### src/rtl/mul_csv_sgn_arbiter.sv
// Round-robin arbiter sharing one signed carry-save multiplier among numReq requesters; 1-cycle registered result.
// Optional MUL_CSV_ARB_FINAL_ADD_EN adds a registered resolved product out_p_o; backpressure blocks all grants.
module mul_csv_sgn_arbiter #(
    parameter int numReq = 4,
    parameter int widthX = 8,
    parameter int widthY = 8,
    parameter int speed  = 1,
    parameter int cntW   = 16
) (
    input  logic                              clk_i,
    input  logic                              rst_i,
    input  logic [numReq-1:0]                 req_valid_i,
    output logic [numReq-1:0]                 req_ready_o,
    input  logic [numReq*widthX-1:0]          req_xs_i,
    input  logic [numReq*widthX-1:0]          req_xc_i,
    input  logic [numReq*widthY-1:0]          req_y_i,
    output logic                              out_valid_o,
    input  logic                              out_ready_i,
    output logic [widthX+widthY-1:0]          out_ps_o,
    output logic [widthX+widthY-1:0]          out_pc_o,
    output logic [$clog2(numReq)-1:0]         out_id_o,
    output logic [cntW-1:0]                   op_count_o
`ifdef MUL_CSV_ARB_FINAL_ADD_EN
    ,
    output logic [widthX+widthY-1:0]          out_p_o
`endif
);
    localparam int idW = $clog2(numReq);
    localparam int wP  = widthX + widthY;

    logic [idW-1:0]    rr_q, rr_d, gnt, cand;
    logic              found, slot_free, fire;
    logic              out_valid_q;
    logic [wP-1:0]     ps_q, pc_q;
    logic [idW-1:0]    id_q;
    logic [cntW-1:0]   cnt_q, cnt_d;

    // First valid requester at or after rr_q, wrapping; gnt falls back to rr_q for the operand mux.
    always_comb begin
        found = 1'b0;
        gnt   = rr_q;
        cand  = '0;
        for (int i = 0; i < numReq; i++) begin
            cand = idW'((32'(rr_q) + 32'(i)) % 32'(numReq));
            if (!found && req_valid_i[cand]) begin
                found = 1'b1;
                gnt   = cand;
            end
        end
    end

    assign slot_free = !out_valid_q || out_ready_i;
    assign fire      = slot_free && found;

    always_comb begin
        req_ready_o = '0;
        for (int r = 0; r < numReq; r++) begin
            req_ready_o[r] = fire && (gnt == idW'(r));
        end
    end

    logic [widthX-1:0] xs_sel, xc_sel;
    logic [widthY-1:0] y_sel;
    logic [wP-1:0]     xs_ext, xc_ext, y_ext, pp_s, pp_c;

    assign xs_sel = req_xs_i[gnt*widthX +: widthX];
    assign xc_sel = req_xc_i[gnt*widthX +: widthX];
    assign y_sel  = req_y_i[gnt*widthY +: widthY];

    assign xs_ext = {{widthY{xs_sel[widthX-1]}}, xs_sel};
    assign xc_ext = {{widthY{xc_sel[widthX-1]}}, xc_sel};
    assign y_ext  = {{widthX{y_sel[widthY-1]}}, y_sel};

    // Fast tree keeps XS*Y and XC*Y as separate carry-save halves; slow tree pre-adds the multiplier.
    generate
        if (speed != 0) begin : g_fast
            assign pp_s = xs_ext * y_ext;
            assign pp_c = xc_ext * y_ext;
        end else begin : g_small
            assign pp_s = (xs_ext + xc_ext) * y_ext;
            assign pp_c = '0;
        end
    endgenerate

    assign rr_d  = (gnt == idW'(numReq - 1)) ? '0 : gnt + 1'b1;
    assign cnt_d = (cnt_q == {cntW{1'b1}}) ? cnt_q : cnt_q + 1'b1;

    always_ff @(posedge clk_i or posedge rst_i) begin
        if (rst_i) begin
            out_valid_q <= 1'b0;
            ps_q        <= '0;
            pc_q        <= '0;
            id_q        <= '0;
            rr_q        <= '0;
            cnt_q       <= '0;
        end else if (fire) begin
            out_valid_q <= 1'b1;
            ps_q        <= pp_s;
            pc_q        <= pp_c;
            id_q        <= gnt;
            rr_q        <= rr_d;
            cnt_q       <= cnt_d;
        end else if (out_ready_i) begin
            out_valid_q <= 1'b0;
        end
    end

    assign out_valid_o = out_valid_q;
    assign out_ps_o    = ps_q;
    assign out_pc_o    = pc_q;
    assign out_id_o    = id_q;
    assign op_count_o  = cnt_q;

`ifdef MUL_CSV_ARB_FINAL_ADD_EN
    logic [wP-1:0] p_q;

    always_ff @(posedge clk_i or posedge rst_i) begin
        if (rst_i) begin
            p_q <= '0;
        end else if (fire) begin
            p_q <= pp_s + pp_c;
        end
    end

    assign out_p_o = p_q;
`else
    // Carry-save result only; the downstream adder resolves PS+PC.
`endif
endmodule

### config.mk
export PLATFORM = sky130hd
export DESIGN_NAME = mul_csv_sgn_arbiter
export DESIGN_NICKNAME = d
export VERILOG_FILES = /design/src/rtl/mul_csv_sgn_arbiter.sv
export SDC_FILE = /design/constraint.sdc
export NUM_CORES = 1
export LEC_CHECK = 0
export ABC_CLOCK_PERIOD_IN_PS = 6200
export CAP_MARGIN = 20
export CORE_MARGIN = 2
export CORE_UTILIZATION = 54
export DETAILED_ROUTE_END_ITERATION = 12
export HOLD_SLACK_MARGIN = 0.08
export PLACE_DENSITY = 0.83
export REMOVE_ABC_BUFFERS = 1
export SLEW_MARGIN = 30
export SYNTH_ARGS = -nofsm -noshare
export SYNTH_HDL_FRONTEND = slang
export SYNTH_SLANG_ARGS = --single-unit
### constraint.sdc
create_clock -name clk_i -period 6.2 [get_ports clk_i]
set_input_delay 1.24 -clock clk_i [delete_from_list [all_inputs] [get_ports clk_i]]
set_output_delay 1.24 -clock clk_i [all_outputs]
set_load 0.01 [all_outputs]
==> reports/qor.yml, run 1 <==
viasPerCell: 5.57
antenna_found_initial: 1
clock_latency_ns: 0.31
worstPathArrival_ns: 6.46
cts_buffer_depth: 2
maxSlewHeadroom_pct: 50.8
cts_buffers: 5
fillers: 821
dieHeight_um: 126
final_nets: 1441
grt_max_degree: 54
slowest_delay_ns: 0.54
gp_congestion: 0.918
drv_slew: 0
pre_cts_ws_ns: -1.05
dr.first_iter.drc_count: 590
first_global_vias: 7616
min_period_over_period_pct: 101
fp.dieW_um: 126
yosysSeqAreaShare_pct: 16.6
finalHoldViolations: 0
slowest_stage: "fa_1"
ctsHoldBuffers: 0
outcome: "complete, but fails checks"
cp_max_fo: 7
critPathCaptureType: "flop"
overflow: 0
yosys_warnings: 0
syn_area_per_cell_um2: 9.17
worst_hold_path_type: "flop to flop"
grt_pass1_wl_mm: 37.0
dp_hpwl_mm: 17.0
ys_ff_latch: 53
cts_root_buffer: "clkbuf_16"
critPathRequiredTime_ns: 6.37
cap_violations: 0
ys_async_sr_fraction_pct: 100
firstDrtPassIters: 5
cts_tree: "done"
skew_ns: 0.00497
layout-drive-gt1-share_pct: 26.4
fmax_mhz: 159
cts_num_sinks: 53
syn_to_final_growth_pct: 46.6
postPlaceCellArea_mm2: 0.0106
ant_nets: 0
setup_slack_ns: -0.0897
synth_cells: 873
worst_pin_slew_ns: 0.732
grtUsageTotal_pct: 29.4
post_drt_wl_per_cell_um: 18.9
cpMostUsedCell: "fa_1"
design.core.area_mm2: 0.0145
path_clk_slew_ns: 0.08
crit_type: "input pin to flop"
row_count: 44
cts_max_level: 2
setup-violations-final: 6
die_area_mm2: 0.0158
ys.flop_type: "dfrtp_1"
synth_cell_type_count: 52
port_buffers: 157
rsz0062_at_grt: "true"
violations: "setup timing"
cp-start-kind: "input pin"
final_cell_mix: "clkdlybuf4s50_1 (153), inv_1 (145), buf_4 (129)"
netlist_area_mm2: 0.00801
crit_chain: "dlygate4sd2_1, buf_4, a211o_1, o211a_4, buf_12, buf_16, mux2_4, or2_1, fa_1, inv_2, fa_2, fa_1, inv_1, fa_1, inv_2, ha_4, o21a_1, o21a_1, o22ai_4, buf_4, xor2_1, o21ai_1"
synth-edff-count: 0
initial_core_util_pct: 55.1
min_period_ns: 6.29
final_common_cell: "clkdlybuf4s50_1"
drt-total-wl_mm: 25.5
vias: 7520
drcViolationCount: 0
num_io_pins: 158
final_area_mm2: 0.0117
path summary, 6_finish.rpt:
check | from | endpoint | slack (ns) | cells past startpoint
setup / recovery | req_valid_i[1] | out_ps_o[11] | -0.09 | 22
max in group asynchronous | rst_i | out_pc_o[6] | 4.28 | 3
hold reg to reg | out_pc_o[3] | out_pc_o[3] | 0.48 | 2
setup reg to reg | rr_q[1] | out_ps_o[14] | 0.41 | 23
min in group asynchronous | rst_i | out_valid_o | 1.44 | 3
hold / removal | out_pc_o[3] | out_pc_o[3] | 0.48 | 2
metal layers:
metal / vias to the layer above / wire length, um / GRT usage, %
met5: - / 0 / 0
met4: 0 / 1060 / 11.0
met3: 78 / 2390 / 7.26
met2: 437 / 12700 / 51.0
met1: 3681 / 9380 / 35.5
li1: 3324 / - / -
per-stage QoR:
step | std cells | utilization, % | TNS (ns) | hold WS [ns]
CTS | 1342 | 78.0 | 0 | 0.485
global placement | 1311 | 72.6 | -11.76 | 0.457
floorplan | 845 | - | -11.54 | 0.514
detailed placement | 1311 | 72.6 | -14.61 | 0.466
global route | 1351 | 80.8 | -1.97 | 0.515
finish | 1351 | 80.8 | -0.340 | 0.482
logic make-up (layout without fill, tap and decap cells):
kind of cell | after synthesis | after routing | share of synthesized area, %
compound gates | 85 | 85 | 6.95
xor+xnor | 40 | 40 | 4.37
mux | 70 | 71 | 9.34
flops | 53 | 53 | 16.6
fa+ha+maj | 173 | 173 | 37.3
simple gates | 260 | 260 | 14.9
other cells | 0 | 1 | 0
buf+inv | 192 | 484 | 10.5
state kept, by name (all words and copies together) (netlist names):
name and cells:
out_ps_o 16, out_id_o 2, out_valid_o 1, rr_q 2
op_count_o 16, out_pc_o 16
critical path, delay by kind of cell:
| family | cells | cell delay [ns] |
|---|---|---|
| XOR/XNOR | 1 | 0.14 |
| buffers and inverters | 8 | 1.01 |
| AND/OR/NAND/NOR | 1 | 0.28 |
| AO/OA/AOI/OAI | 6 | 1.16 |
| adder cells (fa/ha/maj) | 5 | 2.24 |
| multiplexers | 1 | 0.36 |
cells in the mapped netlist, types with 2 or more instances:
library cell  instances  area (um^2)
a211o_1               2         17.5
a211oi_1              2         15.0
a21boi_0              2         15.0
a21oi_1              18         90.1
a22o_2                2         20.0
a31o_2                2         17.5
and2_1                4         25.0
and3_1                3         18.8
buf_12                2         40.0
buf_2                 7         35.0
buf_4                 2         15.0
buf_6                 9          101
clkbuf_1              7         26.3
dfrtp_1              53         1330
fa_1                110         2200
ha_1                 63          788
inv_1               163          612
mux2_2               18          203
mux2_4                5         75.1
mux2i_1              47          470
nand2_1              69          259
nand2b_1              3         18.8
nand3_1              10         50.1
nand4_1               7         43.8
nor2_1               98          368
nor2b_1              22          138
nor3_1                6         30.0
nor4_1                3         18.8
o2111ai_1             2         17.5
o21a_1               13         97.6
o21ai_0              26          130
o31ai_1               4         30.0
o31ai_2               2         25.0
or2_1                28          175
or3_1                 4         25.0
xnor2_1              28          245
xor2_1               12          105
layout make-up:
cell class	count	area [um^2]	share of cell area (%)
multi-input cells	629	6450	54.9
repair inverters	2	36.3	0.309
diodes	1	2.50	0.0213
inverters	164	632	5.38
clock buffers	5	125	1.07
clock inverters	3	28.8	0.245
well taps	184	230	1.96
repair buffers	310	2910	24.8
flip-flops and latches	53	1330	11.3
timing repair:
| action | CTS | global route |
|---|---|---|
| cloned | 4 | 0 |
| pin swaps | 66 | 56 |
| endpoints found under the setup margin | 18 | 16 |
| endpoints found under the hold margin | 0 | 0 |
| gates resized for setup | 131 | 77 |
| buffers inserted | 20 | 8 |
Power of run 1 is not shown: default switching activity piles up to over one toggle a cycle in this logic, so the estimate is an artifact.
==> run 2, diff against run 1 <==
CTS_CLUSTER_SIZE = 28   (was unset)
SLEW_MARGIN = 20   (was 30)
==> results of run 2 <==
No change in the layout: final DEF, timing and power equal those of run 1.
Power of run 2 is left out for the same reason.
==> run 3, diff against run 2 <==
CORE_MARGIN = 5   (was 2)
==> run 3 against run 2 <==
Hold slack lost 0.0025 ns. Sequential cell count unchanged. Global-route usage decreased by 3.5 points. The flow still finishes with violations (setup timing).
==> reports/qor.yml, run 3 (synthesis results as in run 1) <==
drt-total-wl_mm: 25.6  # was 25.5 mm
min_period_ns: 6.42  # was 6.29 ns
cts_num_sinks: 53  # unchanged
placedCellCount: 1306  # was 1311
grt_pass1_wl_mm: 37.1  # was 37.0 mm
firstDrtPassIters: 5  # unchanged
setup_slack_ns: -0.224  # was -0.0897 ns
final_nets: 1448  # was 1441
ant_nets: 0  # unchanged
worst_hold_path_type: "flop to flop"  # unchanged
cp-start-kind: "input pin"  # unchanged
antenna_found_initial: 0  # was 1
critPathRequiredTime_ns: 6.38  # was 6.37 ns
grtUsageTotal_pct: 25.9  # was 29.4%
die_area_mm2: 0.0174  # was 0.0158 mm^2
initial_core_util_pct: 55.1  # unchanged
vias: 7500  # was 7520
skew_ns: 0.00498  # was 0.00497 ns
drcViolationCount: 0  # unchanged
worst_pin_slew_ns: 0.695  # was 0.732 ns
syn_to_final_growth_pct: 45.9  # was 46.6%
rsz0062_at_grt: "true"  # unchanged
violations: "setup timing"  # unchanged
cp_max_fo: 11  # was 7
cts_buffers: 5  # unchanged
design.core.area_mm2: 0.0145  # unchanged
final_common_cell: "clkdlybuf4s50_1"  # unchanged
path_clk_slew_ns: 0.08  # about the same
ctsHoldBuffers: 0  # unchanged
worstPathArrival_ns: 6.60  # was 6.46 ns
cts_max_level: 2  # unchanged
final_cell_mix: "clkdlybuf4s50_1 (153), buf_4 (143), inv_1 (139)"  # was clkdlybuf4s50_1 (153), inv_1 (145), buf_4 (129)
fp.dieW_um: 132  # was 126 um
cap_violations: 0  # unchanged
postPlaceCellArea_mm2: 0.0105  # was 0.0106 mm^2
finalHoldViolations: 0  # unchanged
first_global_vias: 7785  # was 7616
cts_buffer_depth: 2  # unchanged
layout-drive-gt1-share_pct: 26.3  # was 26.4%
min_period_over_period_pct: 104  # was 101%
port_buffers: 157  # unchanged
dp_hpwl_mm: 16.8  # was 17.0 mm
drv_slew: 0  # unchanged
viasPerCell: 5.53  # was 5.57
outcome: "complete, but fails checks"  # unchanged
grt_max_degree: 54  # unchanged
gp_congestion: 0.890  # was 0.918
overflow: 0  # unchanged
cts_root_buffer: "clkbuf_16"  # unchanged
fin_util_pct: 80.4  # was 80.8%
fmax_mhz: 156  # was 159 MHz
antenna_cells: 0  # was 1
clock_latency_ns: 0.30  # was 0.31 ns
dr.first_iter.drc_count: 493  # was 590
crit_type: "input pin to flop"  # unchanged
setup-violations-final: 8  # was 6
row_count: 44  # unchanged
setup_tns_ns: -0.717  # was -0.340 ns
rrSetupSlack_ns: 0.32  # was 0.41 ns
cts_tree: "done"  # unchanged
maxSlewHeadroom_pct: 53.7  # was 50.8%
post_drt_wl_per_cell_um: 18.8  # was 18.9 um
critPathCaptureType: "flop"  # unchanged
dieHeight_um: 132  # was 126 um
layoutNonFillerInstCount: 1357  # was 1351
final_area_mm2: 0.0117  # about the same
num_io_pins: 158  # unchanged
[run 3: cell types whose count changed in the layout (fill, tap and decap cells not counted), sizes merged]
cell and delta:
buf +6, diode -1, clkbuf +1
[run 3: layer usage]
| layer | vias up | GRT usage, % | wire length, um |
|---|---|---|---|
| met1 | 3675 | 33.0 | 9570 |
| met5 | - | 0 | 0 |
| met4 | 0 | 6.69 | 897 |
| li1 | 3339 | - | - |
| met2 | 409 | 45.6 | 12800 |
| met3 | 77 | 4.66 | 2260 |
[run 3: area by class of cell]
cell class / count / area (um^2)
Timing Repair Buffer: 317 / 2950
Fill cell: 785 / 2850
Multi-Input combinational cell: 629 / 6380
Clock buffer: 5 / 125
Timing Repair inverter: 2 / 20.0
Sequential cell: 53 / 1330
Inverter: 164 / 628
Tap cell: 184 / 230
Clock inverter: 3 / 28.8
[run 3: what timing repair did]
item | in CTS | in global routing
gates resized for setup | 91 | 90
cloned | 4 | 1
setup endpoints to repair | 17 | 16
setup buffers | 24 | 15
pin swaps | 54 | 82
[run 3: worst paths after layout]
path | cells past startpoint | endpoint | startpoint
setup / recovery | 23 | out_ps_o[10] | req_valid_i[0]
hold / removal | 2 | out_pc_o[10] | out_pc_o[10]
setup reg to reg | 24 | out_ps_o[10] | rr_q[1]
hold reg to reg | 2 | out_pc_o[10] | out_pc_o[10]
max in group asynchronous | 3 | out_pc_o[8] | rst_i
min in group asynchronous | 3 | out_valid_o | rst_i
[run 3: metrics by stage]
step	hold slack, ns	setup WS (ns)
final	0.480	-0.224
after global routing	0.499	-0.350
after CTS	0.481	-0.0285
after detailed placement	0.462	-1.03
after global placement	0.457	-0.804
after floorplan	0.514	-0.898
[run 3: worst max-delay path, stage by stage]
cell,delay [ns]
buf_8,0.10
buf_4,0.13
nor2b_1,0.13
o21ai_0,0.25
o211a_4,0.25
buf_12,0.16
buf_4,0.13
mux2_2,0.40
or2_1,0.26
fa_1,0.55
inv_1,0.06
fa_1,0.46
fa_1,0.55
inv_2,0.04
fa_1,0.50
inv_2,0.05
ha_4,0.22
buf_6,0.11
a21boi_4,0.14
buf_6,0.12
o21a_1,0.19
o21a_1,0.20
o31ai_1,0.34
Power of run 3 is left out for the same reason.
